===== config.mk =====
export PLATFORM = sky130hd
export DESIGN_NAME = sw_debounce_bank
export DESIGN_NICKNAME = d
export VERILOG_FILES = /design/src/rtl/sw_pkg.sv /design/src/rtl/sw_debounce_ch.sv /design/src/rtl/sw_debounce_bank.sv
export SDC_FILE = /design/constraint.sdc
export NUM_CORES = 1
export LEC_CHECK = 0
export BUFFER_PORTS_ARGS = -buffer_cell sky130_fd_sc_hd__buf_2
export CAP_MARGIN = 20
export CELL_PAD_IN_SITES_DETAIL_PLACEMENT = 0
export CELL_PAD_IN_SITES_GLOBAL_PLACEMENT = 1
export CORE_MARGIN = 1
export CORE_UTILIZATION = 47
export CTS_CLUSTER_SIZE = 30
export DETAILED_ROUTE_END_ITERATION = 6
export PLACE_DENSITY_LB_ADDON = 0.1
export SETUP_SLACK_MARGIN = 0.02
export SYNTH_ARGS = -nofsm -noshare
export SYNTH_HDL_FRONTEND = slang
export SYNTH_SLANG_ARGS = --single-unit

===== constraint.sdc =====
create_clock -name iSysClk -period 3.4 [get_ports iSysClk]
set_clock_uncertainty 0.2 [all_clocks]
set_input_delay 0.17 -clock iSysClk [delete_from_list [all_inputs] [get_ports iSysClk]]
set_output_delay 0.17 -clock iSysClk [all_outputs]
set_load 0.01 [all_outputs]

===== src/rtl/sw_pkg.sv =====
// Shared event-kind encoding and channel-field width helper for the switch debounce bank.
package sw_pkg;

    typedef enum logic [1:0] {
        PRESS   = 2'd0,
        RELEASE = 2'd1,
        LONG    = 2'd2
    } sw_evt_kind_e;

    function automatic int sw_chw(input int nch);
        return (nch > 2) ? $clog2(nch) : 1;
    endfunction

endpackage


===== src/rtl/sw_debounce_ch.sv =====
// One switch channel: 2-flop synchroniser, symmetric DEPTH-sample debounce, edge pulses
// and (with SW_LONG_PRESS_EN defined) a saturating long-press counter.
module sw_debounce_ch #(
    parameter int DEPTH      = 3,
    parameter int ACT_LOW    = 0,
    parameter int LONG_TICKS = 1000
) (
    input  logic i_clk,
    input  logic i_rst_n,
    input  logic i_cke,
    input  logic i_raw,
    output logic o_level,
    output logic o_press,
    output logic o_release,
    output logic o_long
);
    localparam logic IDLE = 1'(ACT_LOW);

    logic [1:0]       r_sync;
    logic [DEPTH-1:0] r_shift;
    logic             r_level;
    logic             r_press;
    logic             r_release;
    logic             w_n;
    logic             w_level_nxt;

    assign w_n = r_sync[1] ^ IDLE;

    // Mixed history holds the previous level, which is what makes the filter symmetric.
    always_comb begin
        w_level_nxt = r_level;
        if (&r_shift) begin
            w_level_nxt = 1'b1;
        end else if (~|r_shift) begin
            w_level_nxt = 1'b0;
        end
    end

    always_ff @(posedge i_clk or negedge i_rst_n) begin
        if (!i_rst_n) begin
            r_sync    <= {2{IDLE}};
            r_shift   <= '0;
            r_level   <= 1'b0;
            r_press   <= 1'b0;
            r_release <= 1'b0;
        end else begin
            r_sync    <= {r_sync[0], i_raw};
            if (i_cke) begin
                r_shift <= {r_shift[DEPTH-2:0], w_n};
            end
            r_level   <= w_level_nxt;
            r_press   <= w_level_nxt & ~r_level;
            r_release <= ~w_level_nxt & r_level;
        end
    end

    assign o_level   = r_level;
    assign o_press   = r_press;
    assign o_release = r_release;

`ifdef SW_LONG_PRESS_EN
    localparam int             CNTW  = $clog2(LONG_TICKS + 1);
    localparam logic [CNTW-1:0] LT    = CNTW'(LONG_TICKS);
    localparam logic [CNTW-1:0] LT_M1 = CNTW'(LONG_TICKS - 1);

    logic [CNTW-1:0] r_cnt;
    logic            r_long;

    // Saturation at LT guarantees a single long pulse per press.
    always_ff @(posedge i_clk or negedge i_rst_n) begin
        if (!i_rst_n) begin
            r_cnt  <= '0;
            r_long <= 1'b0;
        end else begin
            r_long <= r_level & i_cke & (r_cnt == LT_M1);
            if (!r_level) begin
                r_cnt <= '0;
            end else if (i_cke && (r_cnt != LT)) begin
                r_cnt <= r_cnt + CNTW'(1);
            end
        end
    end

    assign o_long = r_long;
`else
    assign o_long = 1'b0;
`endif

endmodule


===== src/rtl/sw_debounce_bank.sv =====
// NCH-channel switch conditioner with merged valid/ready event stream and sticky overflow.
// Long-press support is built only when SW_LONG_PRESS_EN is defined.
module sw_debounce_bank
    import sw_pkg::*;
#(
    parameter int NCH        = 4,
    parameter int DEPTH      = 3,
    parameter int ACT_LOW    = 0,
    parameter int LONG_TICKS = 1000
) (
    input  logic                    iSysClk,
    input  logic                    iSysRstn,
    input  logic                    iCke,
    input  logic [NCH-1:0]          iUserSw,
    output logic [NCH-1:0]          oLevel,
    output logic [NCH-1:0]          oPress,
    output logic [NCH-1:0]          oRelease,
    output logic [NCH-1:0]          oLong,
    output logic                    oEvtVld,
    output logic [sw_chw(NCH)-1:0]  oEvtCh,
    output logic [1:0]              oEvtKind,
    input  logic                    iEvtRdy,
    output logic                    oEvtOvf
);
    localparam int CHW = sw_chw(NCH);
`ifdef SW_LONG_PRESS_EN
    localparam int NK = 3;
`else
    localparam int NK = 2;
`endif

    // Pending bit index: channel*NK + kind.
    logic [NCH*NK-1:0] r_pend;
    logic [NCH*NK-1:0] w_set;
    logic [NCH*NK-1:0] w_clr;
    logic              r_vld;
    logic [CHW-1:0]    r_ch;
    sw_evt_kind_e      r_kind;
    logic              r_ovf;
    logic              w_load;
    logic              w_found;
    logic [CHW-1:0]    w_sel_ch;
    sw_evt_kind_e      w_sel_kind;

    for (genvar g = 0; g < NCH; g++) begin : g_ch
        sw_debounce_ch #(
            .DEPTH      (DEPTH),
            .ACT_LOW    (ACT_LOW),
            .LONG_TICKS (LONG_TICKS)
        ) u_ch (
            .i_clk     (iSysClk),
            .i_rst_n   (iSysRstn),
            .i_cke     (iCke),
            .i_raw     (iUserSw[g]),
            .o_level   (oLevel[g]),
            .o_press   (oPress[g]),
            .o_release (oRelease[g]),
            .o_long    (oLong[g])
        );
        assign w_set[g*NK+0] = oPress[g];
        assign w_set[g*NK+1] = oRelease[g];
`ifdef SW_LONG_PRESS_EN
        assign w_set[g*NK+2] = oLong[g];
`endif
    end

    assign w_load = !r_vld || iEvtRdy;

    // Scan from the top so the lowest pending channel is the last (winning) assignment.
    always_comb begin
        w_found    = 1'b0;
        w_sel_ch   = '0;
        w_sel_kind = PRESS;
        w_clr      = '0;
        for (int c = NCH - 1; c >= 0; c--) begin
            if (|r_pend[c*NK +: NK]) begin
                w_found  = 1'b1;
                w_sel_ch = CHW'(c);
                w_clr    = '0;
                if (r_pend[c*NK+0]) begin
                    w_sel_kind       = PRESS;
                    w_clr[c*NK+0]    = 1'b1;
`ifdef SW_LONG_PRESS_EN
                end else if (r_pend[c*NK+2]) begin
                    w_sel_kind       = LONG;
                    w_clr[c*NK+2]    = 1'b1;
`endif
                end else begin
                    w_sel_kind       = RELEASE;
                    w_clr[c*NK+1]    = 1'b1;
                end
            end
        end
        if (!w_load) begin
            w_clr = '0;
        end
    end

    always_ff @(posedge iSysClk or negedge iSysRstn) begin
        if (!iSysRstn) begin
            r_pend <= '0;
            r_vld  <= 1'b0;
            r_ch   <= '0;
            r_kind <= PRESS;
            r_ovf  <= 1'b0;
        end else begin
            r_pend <= (r_pend & ~w_clr) | w_set;
            if (|(w_set & r_pend)) begin
                r_ovf <= 1'b1;
            end
            if (w_load) begin
                r_vld <= w_found;
                if (w_found) begin
                    r_ch   <= w_sel_ch;
                    r_kind <= w_sel_kind;
                end
            end
        end
    end

    assign oEvtVld  = r_vld;
    assign oEvtCh   = r_ch;
    assign oEvtKind = r_kind;
    assign oEvtOvf  = r_ovf;

endmodule


==> results of run 1 <==
-- logic make-up (layout without fill, tap and decap cells) --
group	Yosys count	count (layout)	share of synthesized area [%]
mux	9	9	5.75
compound gates	35	35	11.6
flops	45	45	61.6
buf+inv	25	43	8.75
other cells	1	5	0.205
simple gates	34	34	12.2
-- cells in the final DEF, fill, tap and decap left out, drive strengths merged, types with 2 or more instances in the layout --
| master | n |
|---|---|
| dfrtp | 45 |
| nor2 | 2 |
| dlygate4sd3 | 5 |
| buf | 24 |
| a21oi | 7 |
| nor4 | 2 |
| nand3 | 3 |
| a21o | 4 |
| nor4b | 4 |
| mux2 | 9 |
| conb | 5 |
| clkbuf | 7 |
| nand2 | 9 |
| nor2b | 2 |
| nor3 | 6 |
| nand2b | 5 |
| inv | 6 |
| o21ai | 18 |
-- cell usage after synthesis (2+ instances only) --
| cell | count | share of area [%] |
|---|---|---|
| inv_1 | 6 | 1.2 |
| nor2_1 | 2 | 0.41 |
| a21o_1 | 3 | 1.2 |
| a21oi_1 | 6 | 1.6 |
| nor4b_1 | 4 | 1.9 |
| dfrtp_1 | 45 | 62 |
| nand2b_1 | 5 | 1.7 |
| nor4_4 | 2 | 2.3 |
| mux2_2 | 8 | 4.9 |
| buf_4 | 17 | 7.0 |
| buf_2 | 2 | 0.55 |
| o21ai_0 | 18 | 4.9 |
| nand2_1 | 9 | 1.8 |
| nor3_1 | 6 | 1.6 |
| nand3_1 | 3 | 0.82 |
-- critical path, stage by stage, from the launching register on --
cell and delay [ps]:
dfrtp_1 460, nor4_4 390, a21oi_2 120, mux2_4 310
-- routing by layer --
layer  up-vias  track usage [%]
li1        533                -
met1       540             19.2
met2        28             24.7
met3         8             3.75
met4         0             8.33
met5         -                0
-- state kept, by name, indices dropped and copies added, names as in the netlist --
register,cells
g_ch.u_ch.r_shift,12
g_ch.u_ch.r_sync,8
r_pend,8
g_ch.u_ch.o_level,4
g_ch.u_ch.o_press,4
g_ch.u_ch.o_release,4
oEvtCh,2
oEvtKind,1
oEvtOvf,1
oEvtVld,1
-- final cells by class --
class	count	area, um2	area share (%)
multi-input cells	83	558	27.2
clock buffers	7	86.3	4.20
repair buffers	29	170	8.29
inverters	6	22.5	1.10
clock inverters	1	30.0	1.46
well taps	48	60.1	2.93
flip-flops and latches	45	1130	54.8
-- through the flow --
| stage | hold WS [ps] | util (%) | setup slack, ps | power [mW] | cells |
|---|---|---|---|---|---|
| after floorplan | -326 | - | 1890 | 1.12 | 153 |
| after global placement | 77.9 | 51.2 | 1830 | 1.20 | 206 |
| after detailed placement | 80.1 | 51.2 | 1820 | 1.21 | 206 |
| after CTS | 54.9 | 55.7 | 1800 | 1.62 | 219 |
| after global routing | 69.6 | 55.7 | 1760 | 1.72 | 219 |
| final | 68.6 | 55.7 | 1800 | 1.61 | 219 |
-- worst paths after layout --
path	slack (ps)	start	end	depth (start not counted)
worst max-delay path	1800	r_pend[0]	oEvtKind[0]	3
worst min-delay path	70	iEvtRdy	oEvtVld	3
worst max register to register	1800	r_pend[0]	oEvtKind[0]	3
worst min register to register	150	g_ch[1].u_ch.r_sync[0]	g_ch[1].u_ch.r_sync[1]	0
max in group asynchronous	2020	iSysRstn	r_pend[4]	2
min in group asynchronous	370	iSysRstn	oEvtCh[1]	2
-- power breakdown --
group          total, mW  switching [mW]  internal (mW)
clock network      0.406           0.167          0.239
logic              0.408           0.194          0.214
registers          0.792           0.138          0.654
total               1.61           0.499           1.11
-- timing repair --
item                       4_1_cts  5_1_grt
setup endpoints to repair        0        0
hold buffers                     5        0
hold endpoints to repair        49        0
gates resized for setup          0        0
==> impl_metrics.csv, run 1 <==
group,metric,value,unit
place,place.port_buffers,24,
detailed_routing,drt-met1-wl,1270,um
cts,clockRootBuffer,"clkbuf_8",
place,placed_area,1890,um2
floorplanning,die_x,64.4,um
worst_setup_path,crit_type,"register to register",
detailed_routing,drt-initial-drc-count,56,
detailed_routing,routed_wl,2810,um
cts,clkSlewWorstSetupHoldPaths,70,ps
worst_setup_path,cp_max_fo,7,
grt,track_usage,15.5,%
cells_and_area,n_antenna_cell,0,
sta,max_slew_margin,34.9,%
floorplanning,num_rows,22,
synthesis,synth_edf_count,0,
cts,tritoncts,"done",
grt,grt_pass1_vias,1032,
synthesis,synthFlopType,"dfrtp_1",
worst_setup_path,worst_ep_arrival_time,1570,ps
synthesis,synth.distinct_cells,28,
sta,finalSetupViolations,0,
detailed_routing,dr_wl_met2,1380,um
cells_and_area,nets,178,
sta,rsz0062_at_grt,"false",
power_and_ir_drop,ir_drop,361,uV
detailed_routing,wire_per_inst,12.8,um
synthesis,yosysSeqAreaShare,61.6,%
sta,fin_crit_sh,46.9,%
detailed_routing,wl_met3,108,um
worst_setup_path,cp-end-kind,"register",
synthesis,syn_inst,149,
cts,clock_sink_count,45,
power_and_ir_drop,power.leakage,0.987,nW
cells_and_area,fin_area,2050,um2
worst_setup_path,crit_path_start_kind,"register",
sta,fin_crit,1600,ps
cts,postCtsSetupBuffers,0,
floorplanning,dieArea,4150,um2
flow_run,maxCapViolations,0,
place,place_hpwl,1940,um
detailed_routing,dr.max_layer_used,"met4",
floorplanning,die_h,64.4,um
detailed_routing,drc,0,
sta,setup_tns,0,ps
cells_and_area,syn2layout_area_growth,12.2,%
place,gp_congestion,0.819,
hold_path,hp-class,"primary input to register",
grt,antenna_found_initial,0,
floorplanning,core,3690,um2
worst_setup_path,required,3380,ps
floorplanning,ios,30,
detailed_routing,vias,1109,
synthesis,synth-seq-cells,45,
cts,cts_buffers,5,
grt,globalRouteOverflowTotal,0,
floorplanning,initial_core_util,49.6,%
status,outcome,"finished clean",
synthesis,ys_async_sr_fraction,100,%
detailed_routing,postRouteAntennaNets,0,
grt,grt_max_degree,46,
sta,max_freq,627,MHz
detailed_routing,viasPerCell,5.06,
cells_and_area,layout-drive-gt1-share,27.5,%
synthesis,avgSynthCellArea,12.3,um2
cts,cts.path.max_buffers,2,
grt,grt_pass1_wl,4730,um
detailed_routing,firstDrtPassIters,4,
synthesis,ys_warn_count,0,
cts,h-tree-depth,2,
power_and_ir_drop,power_density,782,nW/um2
cells_and_area,n_fill_cell,337,
sta,slew_violations,0,
sta,hold_violations,0,
cts,clk_latency,290,ps
sta,tightest_slew,977,ps
synthesis,netlist_area,1830,um2
Power figures use the tool's default switching activity.
==> inputs of run 2 (changes only) <==
Settings changed: CORE_UTILIZATION 47 to 44.
Clock period 3.4 ns to 1.57 ns, I/O delays scaled along.
==> impl_metrics.csv, run 2 (same netlist as run 1, synthesis figures left out) <==
group,metric,value,unit
power_and_ir_drop,power_density,1690,nW/um2
cts,tritoncts,"done",
sta,setup_tns,0,ps
grt,grt_max_degree,46,
cts,clock_sink_count,45,
sta,hold_violations,0,
detailed_routing,drt-initial-drc-count,53,
detailed_routing,postRouteAntennaNets,0,
sta,finalSetupViolations,0,
cts,clockRootBuffer,"clkbuf_8",
status,outcome,"finished clean",
detailed_routing,routed_wl,2990,um
place,placed_area,1960,um2
place,place_inst,216,
worst_setup_path,path_cells,"nor4_4 -> a21oi_2 -> mux2_4",
grt,globalRouteOverflowTotal,0,
detailed_routing,drc,0,
detailed_routing,viasPerCell,4.90,
cells_and_area,most-common-layout-cells,"dfrtp_1 (45), buf_2 (24), o21ai_0 (15), nand2_1 (9)",
cts,h-tree-depth,2,
flow_run,maxCapViolations,0,
cells_and_area,finalNonFillerCells,232,
cells_and_area,largest-register,"g_ch.u_ch.r_shift",
cells_and_area,nets,189,
cells_and_area,reg_top3,"g_ch.u_ch.r_shift (12), g_ch.u_ch.r_sync (8), r_pend (8)",
place,gp_congestion,0.799,
place,place.port_buffers,24,
worst_setup_path,cp_max_fo,5,
cells_and_area,multi_input_comb_area,564,um2
floorplanning,dieArea,4420,um2
power_and_ir_drop,ir_drop,678,uV
cells_and_area,final_common_cell,"dfrtp_1",
worst_setup_path,cp_slowest_stage_delay,410,ps
floorplanning,die_h,66.5,um
cells_and_area,register_area,1130,um2
place,place_hpwl,2110,um
sta,whs,86.9,ps
floorplanning,initial_core_util,45.7,%
power_and_ir_drop,power.leakage,1.05,nW
place,dp_slack,-45.1,ps
cells_and_area,final_util,54.1,%
grt,track_usage,15.5,%
worst_setup_path,cp-end-kind,"register",
power_and_ir_drop,total_power,3.65,mW
detailed_routing,wire_per_inst,12.9,um
sta,fin_crit,1540,ps
grt,grt_pass1_wl,4940,um
worst_setup_path,crit_type,"register to register",
worst_setup_path,crit_slowest_cell,"dfrtp_1",
floorplanning,core,4000,um2
detailed_routing,vias,1137,
cells_and_area,n_antenna_cell,0,
sta,rsz0062_at_grt,"true",
worst_setup_path,crit_path_start_kind,"register",
hold_path,hp-class,"primary input to async pin",
cells_and_area,fin_area,2160,um2
cts,clk_latency,290,ps
floorplanning,die_x,66.5,um
cts,cts.path.max_buffers,2,
floorplanning,ios,30,
cells_and_area,n_fill_cell,361,
sta,max_freq,649,MHz
sta,slew_violations,0,
cells_and_area,largest_reg_flops,12,
worst_setup_path,required,1550,ps
cells_and_area,layout-drive-gt1-share,31.3,%
cts,clkSlewWorstSetupHoldPaths,80,ps
sta,final.setup.worst_slack,30.0,ps
detailed_routing,firstDrtPassIters,4,
cells_and_area,syn2layout_area_growth,18.2,%
sta,fin_crit_sh,98.1,%
grt,grt_pass1_vias,1158,
grt,antenna_found_initial,0,
worst_setup_path,worst_ep_arrival_time,1520,ps
floorplanning,num_rows,23,
cts,cts_buffers,5,
==> run 2: changes by cell type in the layout (fill, tap and decap cells not counted), sizes merged <==
cell         before  now
buf              24   33
dlygate4sd3       5    7
==> run 2: per-layer routing <==
metal	vias up	part of all wire, %	GRT usage, %
met5	-	0	0
met4	0	1.5	7.98
met2	24	50	26.7
li1	560	-	-
met1	549	44	16.9
met3	4	3.9	5.14
==> run 2: area by class of cell <==
class                      count  area share, %
clock buffer                   7           3.99
timing repair buffer          40           12.5
sequential                    45           52.1
clock inverter                 1           1.39
multi-input combinational     83           26.1
inverter                       6           1.04
tap                           50           2.89
==> run 2: critical path, delay by kind of cell (launching register included) <==
kind / cells / cell delay (ps)
AND/OR/NAND/NOR: 1 / 400
flip-flops: 1 / 410
AO/OA/AOI/OAI: 1 / 120
multiplexers: 1 / 300
==> run 2: final timing paths <==
check                           depth (start not counted)                       to  slack [ps]              startpoint
max in group asynchronous                               3  g_ch[1].u_ch.r_shift[0]         880                iSysRstn
worst min register to register                          0   g_ch[2].u_ch.r_sync[1]         160  g_ch[2].u_ch.r_sync[0]
worst min-delay path                                    3                  oEvtVld          90                iSysRstn
worst max-delay path                                    3              oEvtKind[0]          30               r_pend[3]
min in group iSysClk                                    0   g_ch[2].u_ch.r_sync[1]         160  g_ch[2].u_ch.r_sync[0]
worst max register to register                          3              oEvtKind[0]          30               r_pend[3]
==> run 2: power breakdown <==
group / total, mW / internal (mW) / switching (mW) / leakage [nW]
Clock: 0.881 / 0.519 / 0.363 / 0.0585
Sequential: 1.68 / 1.42 / 0.258 / 0.555
Combinational: 1.09 / 0.593 / 0.500 / 0.435
Total: 3.65 / 2.53 / 1.12 / 1.05
==> run 2: repair_timing <==
| action | CTS | global route |
|---|---|---|
| gates resized for setup | 1 | 3 |
| pin swaps | 1 | 2 |
| buffers inserted | 1 | 0 |
| hold endpoints to repair | 54 | 0 |
| endpoints found under the setup margin | 2 | 6 |
| hold buffers | 7 | 0 |
